[src/rtl/shift_pkg.sv]
// Shared types for the execute-stage shift unit.
// Op encodings, widths and the result entry bundle.
package shift_pkg;

  localparam int DATA_W  = 16;
  localparam int SHAMT_W = $clog2(DATA_W);
  localparam int TAG_W   = 3;

  typedef enum logic [1:0] {
    OP_SLL = 2'b00,
    OP_SRL = 2'b01,
    OP_SRA = 2'b10,
    OP_ROL = 2'b11
  } op_e;

  // Encoded as {out_valid, skid_valid}
  typedef enum logic [1:0] {
    ST_EMPTY = 2'b00,
    ST_ONE   = 2'b10,
    ST_FULL  = 2'b11
  } state_e;

  typedef struct packed {
    logic [DATA_W-1:0] result;
    logic [TAG_W-1:0]  tag;
    logic              zero;
    logic              carry;
  } entry_t;

endpackage

[src/rtl/shift_exec_stage_if.sv]
// Request/result handshake bundle of the shift stage.
// slave is the stage view, master the issue/writeback view.
interface shift_exec_stage_if;
  import shift_pkg::*;

  logic               in_valid;
  logic               in_ready;
  op_e                in_op;
  logic [DATA_W-1:0]  in_a;
  logic [SHAMT_W-1:0] in_shamt;
  logic [TAG_W-1:0]   in_tag;

  logic               out_valid;
  logic               out_ready;
  logic [DATA_W-1:0]  out_result;
  logic [TAG_W-1:0]   out_tag;
  logic               out_zero;
  logic               out_carry;

  modport master (
    output in_valid, in_op, in_a,
    output in_shamt, in_tag,
    output out_ready,
    input  in_ready,
    input  out_valid, out_result,
    input  out_tag, out_zero, out_carry
  );

  modport slave (
    input  in_valid, in_op, in_a,
    input  in_shamt, in_tag,
    input  out_ready,
    output in_ready,
    output out_valid, out_result,
    output out_tag, out_zero, out_carry
  );

endinterface

[src/rtl/shift_core.sv]
// Combinational SLL/SRL/SRA/ROL with carry-out.
// A zero shift amount passes the operand through with carry 0.
module shift_core
  import shift_pkg::*;
(
  input  op_e                i_op,
  input  logic [DATA_W-1:0]  i_a,
  input  logic [SHAMT_W-1:0] i_shamt,
  output logic [DATA_W-1:0]  o_result,
  output logic               o_carry
);

  logic [SHAMT_W-1:0] w_inv;
  logic [SHAMT_W-1:0] w_dec;
  logic               w_nz;

  // DATA_W - s wraps naturally in SHAMT_W bits
  assign w_inv = '0 - i_shamt;
  assign w_dec = i_shamt - 1'b1;
  assign w_nz  = |i_shamt;

  always_comb begin
    o_result = i_a;
    o_carry  = 1'b0;
    if (w_nz) begin
      unique case (1'b1)
        (i_op == OP_SLL): begin
          o_result = i_a << i_shamt;
          o_carry  = i_a[w_inv];
        end
        (i_op == OP_SRL): begin
          o_result = i_a >> i_shamt;
          o_carry  = i_a[w_dec];
        end
        (i_op == OP_SRA): begin
          o_result = $signed(i_a) >>> i_shamt;
          o_carry  = i_a[w_dec];
        end
        (i_op == OP_ROL): begin
          o_result = (i_a << i_shamt) | (i_a >> w_inv);
          o_carry  = i_a[w_inv];
        end
        default: begin
          o_result = i_a;
          o_carry  = 1'b0;
        end
      endcase
    end
  end

endmodule

[src/rtl/shift_exec_stage.sv]
// Execute-stage shift unit: 1-cycle latency, 2-entry skid output,
// in_ready taken straight from the skid-valid state bit.
module shift_exec_stage
  import shift_pkg::*;
(
  input  logic              clk,
  input  logic              rst_n,
  input  logic              flush,
  shift_exec_stage_if.slave bus
);

  state_e            r_state;
  state_e            w_state_nxt;
  entry_t            r_out;
  entry_t            r_skid;
  entry_t            w_new;
  logic [DATA_W-1:0] w_res;
  logic              w_carry;
  logic              w_accept;
  logic              w_pop;
  logic              w_ld_new;
  logic              w_ld_fwd;
  logic              w_ld_skid;

  shift_core u_core (
    .i_op     (bus.in_op),
    .i_a      (bus.in_a),
    .i_shamt  (bus.in_shamt),
    .o_result (w_res),
    .o_carry  (w_carry)
  );

  assign w_new.result = w_res;
  assign w_new.tag    = bus.in_tag;
  assign w_new.zero   = (w_res == '0);
  assign w_new.carry  = w_carry;

  assign bus.in_ready   = ~r_state[0];
  assign bus.out_valid  = r_state[1];
  assign bus.out_result = r_out.result;
  assign bus.out_tag    = r_out.tag;
  assign bus.out_zero   = r_out.zero;
  assign bus.out_carry  = r_out.carry;

  assign w_accept = bus.in_valid & bus.in_ready;
  assign w_pop    = bus.out_valid & bus.out_ready;

  always_ff @(posedge clk or negedge rst_n) begin
    if (!rst_n) r_state <= ST_EMPTY;
    else        r_state <= w_state_nxt;
  end

  always_comb begin
    w_state_nxt = r_state;
    if (flush) begin
      w_state_nxt = ST_EMPTY;
    end else begin
      case (r_state)
        ST_EMPTY: if (w_accept) w_state_nxt = ST_ONE;
        ST_ONE: begin
          if (w_accept && !w_pop)      w_state_nxt = ST_FULL;
          else if (!w_accept && w_pop) w_state_nxt = ST_EMPTY;
        end
        ST_FULL:  if (w_pop) w_state_nxt = ST_ONE;
        default:  w_state_nxt = ST_EMPTY;
      endcase
    end
  end

  always_comb begin
    w_ld_new  = 1'b0;
    w_ld_fwd  = 1'b0;
    w_ld_skid = 1'b0;
    if (!flush) begin
      case (r_state)
        ST_EMPTY: w_ld_new = w_accept;
        ST_ONE: begin
          w_ld_new  = w_accept & w_pop;
          w_ld_skid = w_accept & ~w_pop;
        end
        ST_FULL:  w_ld_fwd = w_pop;
        default: ;
      endcase
    end
  end

  // Data regs are not cleared by flush; only the valid bits matter
  always_ff @(posedge clk or negedge rst_n) begin
    if (!rst_n) begin
      r_out  <= '0;
      r_skid <= '0;
    end else begin
      if (w_ld_new)      r_out <= w_new;
      else if (w_ld_fwd) r_out <= r_skid;
      if (w_ld_skid)     r_skid <= w_new;
    end
  end

endmodule
[src/flat_wrapper.sv]
// flat-port wrapper written by rule: the top's interface ports become plain ports
module shift_exec_stage_flat import shift_pkg::*;
  (clk, rst_n, flush, bus_in_valid, bus_in_op, bus_in_a, bus_in_shamt, bus_in_tag, bus_out_ready, bus_in_ready, bus_out_valid, bus_out_result, bus_out_tag, bus_out_zero, bus_out_carry);
  shift_exec_stage_if bus_i ();
  input  logic clk;
  input  logic rst_n;
  input  logic flush;
  input wire logic [$bits(bus_i.in_valid)-1:0] bus_in_valid;
  input wire logic [$bits(bus_i.in_op)-1:0] bus_in_op;
  input wire logic [$bits(bus_i.in_a)-1:0] bus_in_a;
  input wire logic [$bits(bus_i.in_shamt)-1:0] bus_in_shamt;
  input wire logic [$bits(bus_i.in_tag)-1:0] bus_in_tag;
  input wire logic [$bits(bus_i.out_ready)-1:0] bus_out_ready;
  output wire logic [$bits(bus_i.in_ready)-1:0] bus_in_ready;
  output wire logic [$bits(bus_i.out_valid)-1:0] bus_out_valid;
  output wire logic [$bits(bus_i.out_result)-1:0] bus_out_result;
  output wire logic [$bits(bus_i.out_tag)-1:0] bus_out_tag;
  output wire logic [$bits(bus_i.out_zero)-1:0] bus_out_zero;
  output wire logic [$bits(bus_i.out_carry)-1:0] bus_out_carry;
  assign bus_i.in_valid = bus_in_valid;
  assign bus_i.in_op = bus_in_op;
  assign bus_i.in_a = bus_in_a;
  assign bus_i.in_shamt = bus_in_shamt;
  assign bus_i.in_tag = bus_in_tag;
  assign bus_i.out_ready = bus_out_ready;
  assign bus_in_ready = bus_i.in_ready;
  assign bus_out_valid = bus_i.out_valid;
  assign bus_out_result = bus_i.out_result;
  assign bus_out_tag = bus_i.out_tag;
  assign bus_out_zero = bus_i.out_zero;
  assign bus_out_carry = bus_i.out_carry;
  shift_exec_stage u_core (.clk(clk), .rst_n(rst_n), .flush(flush), .bus(bus_i));
endmodule
[config.mk]
export PLATFORM = sky130hd
export DESIGN_NAME = shift_exec_stage_flat
export DESIGN_NICKNAME = d
export VERILOG_FILES = /design/src/rtl/shift_pkg.sv /design/src/rtl/shift_exec_stage_if.sv /design/src/rtl/shift_core.sv /design/src/rtl/shift_exec_stage.sv /design/src/flat_wrapper.sv
export SDC_FILE = /design/constraint.sdc
export NUM_CORES = 1
export LEC_CHECK = 0
export CAP_MARGIN = 25
export CORE_MARGIN = 10
export CORE_UTILIZATION = 25
export DETAILED_ROUTE_END_ITERATION = 10
export MAX_ROUTING_LAYER = met4
export PLACE_DENSITY = 0.5
export SLEW_MARGIN = 20
export SYNTH_ARGS = -nofsm -noshare
export SYNTH_HDL_FRONTEND = slang
export SYNTH_HIERARCHICAL = 1
export SYNTH_SLANG_ARGS = --single-unit
export TNS_END_PERCENT = 1
[constraint.sdc]
create_clock -name clk -period 1.75 [get_ports clk]
set_input_delay 0.175 -clock clk [delete_from_list [all_inputs] [get_ports clk]]
set_output_delay 0.175 -clock clk [all_outputs]
set_load 0.03 [all_outputs]
==> results of run 1 <==
## worst max-delay path: cells and delay by family
kind	cells	cell delay, ps
buffers and inverters	4	370
AOI/OAI and AO/OA	2	260
muxes	3	870
and+or+nand+nor	4	780
adders and majority gates	1	280
## path summary, 6_finish.rpt
path                                          startpoint                                 to  slack, ps  cells past startpoint
max reg2reg                u_core/r_state[1]$_DFFE_PN0P_  u_core/bus.out_tag[1]$_DFFE_PN0P_        -30                      7
min                                                rst_n       u_core/r_skid[2]$_DFFE_PN0P_        400                      2
min reg2reg                u_core/r_skid[10]$_DFFE_PN0P_      u_core/r_skid[10]$_DFFE_PN0P_        490                      1
max in group asynchronous                          rst_n    u_core/bus.out_zero$_DFFE_PN0P_        680                      3
min in group clk           u_core/r_skid[10]$_DFFE_PN0P_      u_core/r_skid[10]$_DFFE_PN0P_        490                      1
max                                      bus_in_shamt[0]    u_core/bus.out_zero$_DFFE_PN0P_       -770                     14
## registers in the layout, indices dropped and copies added (netlist names)
| signal | flops |
|---|---|
| u_core/bus.out_carry | 1 |
| u_core/bus.out_result | 16 |
| u_core/bus.out_tag | 3 |
| u_core/bus.out_zero | 1 |
| u_core/r_skid | 21 |
| u_core/r_state | 2 |
## final cells by class
type,count,area (sq um)
multi-input combinational,401,3850
clock buffer,5,125
timing repair buffer,240,2140
tap,265,332
sequential,44,1100
inverter,10,40.0
clock inverter,3,18.8
fill,1913,11900
## cell usage in the layout (no fill, tap or decap), types with 6 or more instances in the layout
cell,instances
dlygate4sd2_1,13
a221o_1,21
mux4_2,23
nand4_1,7
and2_1,15
nor3_1,7
clkdlybuf4s50_1,29
nor2_2,9
nand3_1,9
nand2b_1,7
nand2_1,28
dfrtp_1,44
o21ai_0,10
mux2_2,25
o32a_1,6
nor2_1,35
a21oi_1,13
buf_12,10
mux2i_4,6
inv_1,6
a211o_1,6
buf_6,15
mux2i_1,36
mux2i_2,12
buf_4,157
## metrics by stage
stage	hold WS (ps)	TNS, ps	worst slack (ps)
5_1_grt	461	-20070	-828
6_report	397	-16940	-767
3_3_place_gp	157	-37690	-1430
4_1_cts	421	-16300	-763
2_1_floorplan	-121	-30730	-1270
3_5_place_dp	166	-38090	-1450
## kinds of logic after synthesis
| logic type | count (synthesis) | share of synthesized area |
|---|---|---|
| multiplexers | 109 | 0.292 |
| AO/OA/AOI/OAI | 122 | 0.198 |
| XOR/XNOR | 4 | 0.00710 |
| adder cells (fa/ha/maj) | 9 | 0.0228 |
| AND/OR/NAND/NOR | 157 | 0.164 |
| flip-flops | 44 | 0.223 |
| buffers and inverters | 73 | 0.0925 |
## cells in the mapped netlist, types with 3 or more instances
master     n  area share
a211o_1    6       0.011
mux4_2    21       0.096
dfrtp_1   44        0.22
a31oi_1    7      0.0089
nand2_1   28       0.021
nor2_1    44       0.033
mux2_1     3      0.0068
o21ai_0   11       0.011
mux4_1     3       0.016
buf_6     11       0.025
o21a_1     4      0.0061
inv_1      9      0.0068
o32a_1     6       0.012
o211ai_1   5      0.0076
mux2_2    28       0.064
nor3b_1    3      0.0046
and2_2     5      0.0076
nand4_1    7      0.0089
nand2b_1   7      0.0089
and2_1    17       0.022
a221o_1   21       0.043
a41oi_1    6       0.011
nor3_1     9      0.0091
nand3b_1   3      0.0046
buf_2     16       0.016
clkbuf_1  20       0.015
nor4_1     8       0.010
nand3_1   10       0.010
mux2i_1   54        0.11
buf_4     10       0.015
o221ai_1   4      0.0071
nor2b_1    3      0.0038
xnor2_1    3      0.0053
a21oi_1   18       0.018
clkbuf_2   3      0.0030
ha_1       9       0.023
## layer usage
layer,share of wire,routed length (microns)
met4,0.029,595
met2,0.48,9700
met3,0.057,1160
met1,0.44,8880
met5,0,0
## repair_timing
action                                  CTS  global route
endpoints found under the setup margin   43            44
pin swaps                                34            11
setup buffers                            18             1
resized for setup                       141            23
hold endpoints to repair                 22             0
gates cloned                              1             0
hold buffers                              1             0
## where the power goes
| part | total, uW | internal, uW | switching [uW] |
|---|---|---|---|
| sequential | 1760 | 1490 | 271 |
| clock | 902 | 526 | 376 |
| combinational | 3870 | 1970 | 1900 |
==> flow_summary.yaml, run 1 <==
run_status:
  outcome: "finished, violations left"
  violations: "setup timing"
critical_path:
  cp_cell_sequence: "buf_8 -> inv_4 -> ha_4 -> buf_8 -> buf_8 -> mux2i_1 -> mux2i_1 -> mux4_2 -> nand3_2 -> o311ai_4 -> nor4_2 -> nand4_1 -> nor4_1 -> a221o_1"
  arrival_ps: 2740
  critPathKind: "in2reg"
  cpMaxStageDelayCell: "mux4_2"
  slowest_delay_ps: 540
  cp_max_fo: 6
  cp-end-kind: "flop"
  required_ps: 1970
  critPathMostFrequentCell: "buf_8"
  startpoint_type: "input port"
global_routing:
  grt_pass1_wl_microns: 31900
  grt_max_degree: 26
  use_met2: 0.259
  grt_usage: 0.157
  top_usage_layer: "met2"
  overflow: 0
  grt_pass1_vias: 5350
  use_met1: 0.199
  antenna_found_initial: 0
  grtUsageMet3: 0.0202
place:
  gp_routability_congestion: 1.02
  io_buffers: 52
  place_area_sq_um: 6720
  dp_cells: 939
  hpwl_microns: 15800
timing:
  hold_violations: 0
  setup_slack_ps: -767
  slew_viol_final: 0
  fmax_mhz: 397
  finalClockSkew_ps: 3.10
  setup_viol: 39
  fin_crit_sh: 1.44
  post-route-min-period_ps: 2520
  relSlewSlack: 0.559
  rsz0062_at_grt: "yes"
  worstMarginPinSlew_ps: 659
power:
  ir_drop_uv: 500
  finalPower_uw: 6530
  p_leak_uw: 0.00316
  powerDensity_nw_per_um2: 858
cts:
  numClockSinks: 44
  cts_htree_levels: 2
  clkLatencyLatePin_ps: 280
  cts.reportedPaths.clkPinSlew_ps: 60
  clock-root-buffer: "clkbuf_16"
  numCtsBuffers: 5
  clockBufferDepth: 2
  tritoncts: "done"
die:
  dieArea_sq_um: 25800
  core_area_sq_um: 19500
  fp.dieW_microns: 161
  start_util: 0.254
  die_h_microns: 161
  io_pins: 53
  rows: 51
synthesis:
  ys_seq_elements: 44
  synth_edf_count: 0
  synth_warnings: 6
  ys_async_sr_fraction: 1.00
  syn_inst: 518
  yosysSeqAreaShare: 0.223
  ys.flop_type: "dfrtp_1"
  syn_nets: 557
  synthesis.area_sq_um: 4940
  avgSynthCellArea_sq_um: 9.53
  ys_types: 72
finish:
  antennaDiodeCount: 0
  finalNonFillerCells: 968
  area_delta_synth_final_pct: 54.1
  nets: 741
  drive_above_1_share: 0.496
  finish.utilization: 0.391
  final_area_sq_um: 7610
drt:
  post_drt_via_cell_ratio: 5.32
  routed_wirelength_microns: 20300
  dr.pass1.iters: 5
  num_vias: 5153
  drt-wirelength-per-cell_microns: 21.0
  drtAntennaViolNets: 0
  drc: 0
  drt_iter0_markers: 419
min_path:
  hold_class: "in2async"
job:
  maxCapViolCount: 0
Note: power is estimated with default switching activity, not from simulation.
==> inputs of run 2 (changes only) <==
--- a/config.mk
+++ b/config.mk
@@ -6,7 +6,7 @@
 export NUM_CORES = 1
 export LEC_CHECK = 0
 export CAP_MARGIN = 25
-export CORE_MARGIN = 10
+export CORE_MARGIN = 4
 export CORE_UTILIZATION = 25
 export DETAILED_ROUTE_END_ITERATION = 10
 export MAX_ROUTING_LAYER = met4
==> flow_summary.yaml, run 2 (synthesis results as in run 1) <==
global_routing:
  antenna_found_initial: 0
  overflow: 0
  grt_max_degree: 45
  grt_usage: 0.191
  grt_pass1_wl_microns: 32200
  grt_pass1_vias: 5555
finish:
  multi_input_area_sq_um: 4050
  antennaDiodeCount: 0
  drive_above_1_share: 0.547
  final_cell_mix: "buf_4, dfrtp_1, mux2i_1"
  finish.utilization: 0.412
  final_common_cell: "buf_4"
  area_delta_synth_final_pct: 62.5
  seq_area_sq_um: 1100
  final_area_sq_um: 8020
  nets: 768
  regMostFlops: "u_core/r_skid"
  largest_reg_flops: 21
  nFillCells: 1930
die:
  rows: 51
  io_pins: 53
  core_area_sq_um: 19500
  fp.dieW_microns: 149
  start_util: 0.254
  die_h_microns: 149
  dieArea_sq_um: 22100
drt:
  dr.pass1.iters: 5
  drt-wirelength-per-cell_microns: 20.6
  post_drt_via_cell_ratio: 5.26
  routed_wirelength_microns: 20500
  drc: 0
  drtAntennaViolNets: 0
  num_vias: 5231
  drt_iter0_markers: 483
cts:
  cts_htree_levels: 2
  cts.reportedPaths.clkPinSlew_ps: 60
  tritoncts: "done"
  clock-root-buffer: "clkbuf_16"
  clockBufferDepth: 2
  numCtsBuffers: 5
  numClockSinks: 44
  clkLatencyLatePin_ps: 280
critical_path:
  cpMaxStageDelayCell: "mux4_2"
  cp_num_buf_inv: 3
  critPathTopFamily: "simple AND/OR/NAND/NOR gates"
  crit-reg2reg-launch: "u_core/r_state[1]$_DFFE_PN0P_"
  arrival_ps: 2720
  required_ps: 1970
  cp-end-kind: "flop"
  r2r-end: "u_core/bus.out_result[10]$_DFFE_PN0P_"
  cp_max_fo: 8
  path_depth: 11
  startpoint_type: "input port"
  cp-startpoint: "bus_in_shamt[0]"
  critPathKind: "in2reg"
  r2r_cells: 7
  r2r_slack_ps: -80
  cp_cell_sequence: "buf_8 -> buf_12 -> buf_6 -> mux4_2 -> a221oi_2 -> nor3_2 -> o32a_1 -> nor4_4 -> nand4_1 -> nor4_2 -> a221o_1"
  slowest_delay_ps: 610
  endpoint: "u_core/bus.out_zero$_DFFE_PN0P_"
job:
  maxCapViolCount: 0
power:
  seqPwrFrac: 0.260
  power.switching_uw: 2630
  p_leak_uw: 0.00334
  power.share.combinational: 0.597
  p_int_uw: 4130
  ir_drop_uv: 411
  p_sw_frac: 0.389
  clkPwrFrac: 0.143
  powerDensity_nw_per_um2: 842
timing:
  worstMarginPinSlew_ps: 555
  slew_viol_final: 0
  hold_violations: 0
  setup_slack_ps: -750
  relSlewSlack: 0.630
  finalClockSkew_ps: 7.19
  setup_viol: 37
  fmax_mhz: 400
  fin_crit_sh: 1.43
  post-route-min-period_ps: 2500
  rsz0062_at_grt: "yes"
place:
  place_area_sq_um: 6750
  place_ws_ps: -1520
  io_buffers: 52
  gp_routability_congestion: 1.05
  hpwl_microns: 15800
run_status:
  violations: "setup timing"
  outcome: "finished, violations left"
min_path:
  hold_class: "reg2reg"
-- run 2: worst min-delay path by stage --
stage	start	end	slack, ps	depth (start not counted)
floorplan	rst_n	u_core/bus.out_carry$_DFFE_PN0P_	-120	0
global placement	rst_n	u_core/r_state[0]$_DFFE_PN0P_	280	2
detailed placement	rst_n	u_core/r_state[0]$_DFFE_PN0P_	290	2
CTS	u_core/r_skid[6]$_DFFE_PN0P_	u_core/bus.out_result[1]$_DFFE_PN0P_	510	1
global route	u_core/r_skid[1]$_DFFE_PN0P_	u_core/bus.out_zero$_DFFE_PN0P_	520	1
finish	u_core/r_skid[1]$_DFFE_PN0P_	u_core/bus.out_zero$_DFFE_PN0P_	500	1
-- run 2: repair_timing --
| item | in CTS | in global routing |
|---|---|---|
| setup buffers | 33 | 2 |
| resized for setup | 182 | 33 |
| gates cloned | 4 | 0 |
| hold buffers | 1 | 0 |
| endpoints found under the hold margin | 44 | 0 |
| setup endpoints to repair | 42 | 44 |
| pin swaps | 38 | 15 |
-- run 2: cell type report --
cell class              instances  share of cell area
well taps                     265              0.0413
flip-flops and latches         44               0.137
inverters                      10             0.00530
clock inverters                 2             0.00187
multi-input cells             401               0.504
repair buffers                267               0.293
clock buffers                   6              0.0173
-- run 2: metrics by stage --
step	hold slack, ps	TNS (ps)	total power, uW	cells
2_1_floorplan	-121	-30730	3710	518
3_3_place_gp	281	-37910	5200	948
3_5_place_dp	289	-37610	5260	949
4_1_cts	507	-13990	6660	994
5_1_grt	519	-17940	7120	995
6_report	504	-15530	6760	995
-- run 2: power groups by stage --
stage,Clock [uW],Sequential (uW),Combinational [uW]
finish,967,1750,4030
global route,1040,1810,4270
CTS,990,1760,3910
detailed placement,0,1780,3490
global placement,0,1740,3450
floorplan,0,2180,1530
-- run 2: layer usage --
layer / share of wire / global-route usage / vias up
met5: 0 / - / -
met4: 0.032 / 0.0508 / 0
met3: 0.046 / 0.0207 / 41
li1: - / - / 2411
met2: 0.49 / 0.323 / 180
met1: 0.44 / 0.243 / 2599
-- run 2: worst register-to-register path, cell delays in order, from the launching register on --
cell and delay (ps):
dfrtp_1 430, inv_1 100, ha_2 220, a31oi_4 220, nor3_4 100, buf_4 190, and2_2 190, a221o_1 260
==> inputs of run 3 (changes only) <==
--- a/config.mk
+++ b/config.mk
@@ -14,6 +14,5 @@
 export SLEW_MARGIN = 20
 export SYNTH_ARGS = -nofsm -noshare
 export SYNTH_HDL_FRONTEND = slang
-export SYNTH_HIERARCHICAL = 1
 export SYNTH_SLANG_ARGS = --single-unit
 export TNS_END_PERCENT = 1
==> flow_summary.yaml, run 3 <==
run_status:
  outcome: "finished, violations left"
  violations: "setup timing"
power:
  clkPwrFrac: 0.149
  p_sw_frac: 0.394
  ir_drop_uv: 434
  seqPwrFrac: 0.259
  power.switching_uw: 2640
  power.share.combinational: 0.592
  p_int_uw: 4050
  p_leak_uw: 0.00355
  powerDensity_nw_per_um2: 803
drt:
  met1_length_microns: 9940
  drt-wirelength-per-cell_microns: 22.4
  dr.pass1.iters: 5
  routed_wirelength_microns: 23700
  top_layer: "met4"
  dr_wl_met2_microns: 11300
  post_drt_via_cell_ratio: 5.50
  num_vias: 5820
  drtAntennaViolNets: 0
  wl_met3_microns: 1670
  drc: 0
  drt_iter0_markers: 518
critical_path:
  critPathKind: "in2reg"
  cpMaxStageDelayCell: "mux4_2"
  crit-reg2reg-launch: "u_core.r_state[0]$_DFFE_PN0P_"
  arrival_ps: 2880
  slowest_delay_ps: 540
  cp_num_buf_inv: 1
  startpoint_type: "input port"
  cp_cell_sequence: "dlygate4sd2_1 -> mux4_2 -> and3_4 -> a311o_1 -> o41ai_4 -> o211ai_1 -> or4_4 -> nor4_4 -> mux2_4"
  cp-startpoint: "bus_in_a[2]"
  cp_max_fo: 2
  required_ps: 1970
  cp-end-kind: "flop"
  critPathTopFamily: "simple AND/OR/NAND/NOR gates"
global_routing:
  grt_max_degree: 45
  grt_usage: 0.212
  grt_pass1_wl_microns: 36000
  overflow: 0
  antenna_found_initial: 1
  grt_pass1_vias: 6013
timing:
  post-route-min-period_ps: 2660
  fmax_mhz: 375
  setup_viol: 36
  tns_ps: -14800
  finalClockSkew_ps: 4.98
  worstMarginPinSlew_ps: 618
  fin_crit_sh: 1.52
  setup_slack_ps: -913
  relSlewSlack: 0.584
  rsz0062_at_grt: "yes"
  slew_viol_final: 0
  hold_violations: 0
synthesis:
  synthesis.area_sq_um: 5150
  yosys.area.top_type_share: 0.214
  ys_async_sr_fraction: 1.00
  ys_seq_elements: 44
  synth_warnings: 0
  yosysMostFrequentCell: "mux2i_1"
  synth_edf_count: 0
  syn_nets: 608
  yosysSeqAreaShare: 0.214
  yosysTopAreaCell: "dfrtp_1"
  yosys-top-cells-area: "dfrtp_1, mux4_2, mux2i_1"
  ys_types: 69
  avgSynthCellArea_sq_um: 9.04
  ys.flop_type: "dfrtp_1"
  synth.top_cells.by_count: "mux2i_1, dfrtp_1, nand2_1, nor2_1, o21ai_0"
  syn_inst: 569
die:
  die_h_microns: 151
  io_pins: 53
  fp.dieW_microns: 151
  dieArea_sq_um: 22900
  rows: 52
  start_util: 0.254
  core_area_sq_um: 20200
cts:
  numClockSinks: 44
  numCtsBuffers: 5
  cts_htree_levels: 2
  clockBufferDepth: 2
  cts.reportedPaths.clkPinSlew_ps: 50
  clock-root-buffer: "clkbuf_16"
  tritoncts: "done"
  clkLatencyLatePin_ps: 280
job:
  maxCapViolCount: 0
place:
  hpwl_microns: 18500
  io_buffers: 52
  gp_routability_congestion: 0.941
  place_ws_ps: -1550
finish:
  drive_above_1_share: 0.496
  area_delta_synth_final_pct: 61.9
  nets: 828
  regMostFlops: "u_core.r_skid"
  finish.utilization: 0.412
  nFillCells: 2003
  final_cell_mix: "buf_4, mux2i_1, dfrtp_1"
  final_common_cell: "buf_4"
  largest_reg_flops: 21
min_path:
  min_from: "u_core.r_skid[17]$_DFFE_PN0P_"
  hold_class: "reg2reg"
-- run 3: worst paths after layout --
path                                                     endpoint  slack (ps)  depth (start not counted)
worst max register to register    u_core.bus.out_zero$_DFFE_PN0P_         100                          7
max in group asynchronous            u_core.r_skid[1]$_DFFE_PN0P_         860                          3
worst min-delay path                u_core.r_skid[17]$_DFFE_PN0P_         470                          2
min in group asynchronous       u_core.bus.out_tag[1]$_DFFE_PN0P_         510                          3
worst max-delay path                 u_core.r_skid[1]$_DFFE_PN0P_        -910                          9
worst min register to register      u_core.r_skid[17]$_DFFE_PN0P_         470                          2
-- run 3: per-stage QoR --
step                      total power (uW)  cell area [sq um]  std cells  hold WS (ps)
after floorplan                       3710               5260        569          -121
final                                 6690               8330       1059           475
after detailed placement              5380               7380       1027           285
after global routing                  7110               8330       1059           479
after global placement                5290               7380       1027           272
after CTS                             6620               8120       1056           480
-- run 3: tightest hold or removal path, cell delays in order, from the launching register on --
cell and delay [ps]:
dfrtp_1 330, nand2_1 60, o21ai_2 50
-- run 3: power groups by stage --
stage	sequential (uW)	clock, uW	combinational [uW]
floorplan	2160	0	1560
global placement	1720	0	3570
detailed placement	1760	0	3620
CTS	1740	1010	3860
global route	1800	1080	4220
finish	1730	997	3960
-- run 3: cell type report --
class | count | area [sq um] | share of cell area
clock buffers | 5 | 125 | 0.0150
diodes | 1 | 2.50 | 0.000300
clock inverters | 1 | 30.0 | 0.00360
repair buffers | 270 | 2400 | 0.289
multi-input cells | 456 | 4280 | 0.513
flip-flops and latches | 44 | 1100 | 0.132
well taps | 270 | 338 | 0.0405
inverters | 12 | 53.8 | 0.00646
-- run 3: logic make-up after synthesis --
kind of cell,after synthesis,share of synthesized area
AOI/OAI and AO/OA,155,0.210
xor gates and xnor gates,2,0.00340
adders and majority gates,9,0.0219
buffers and inverters,69,0.0603
DFF,44,0.214
muxes,126,0.332
and+or+nand+nor,164,0.159
-- run 3: metal layers --
metal | vias up | global-route usage
li1 | 2652 | -
met1 | 2896 | 0.267
met2 | 231 | 0.339
met3 | 41 | 0.0488
met4 | 0 | 0.0698
met5 | - | -
-- run 3: timing repair --
item,CTS,global route
hold buffers,1,0
gates cloned,1,0
setup endpoints to repair,36,37
resized for setup,128,46
buffers inserted,21,2
pin swaps,28,12
hold endpoints to repair,44,0
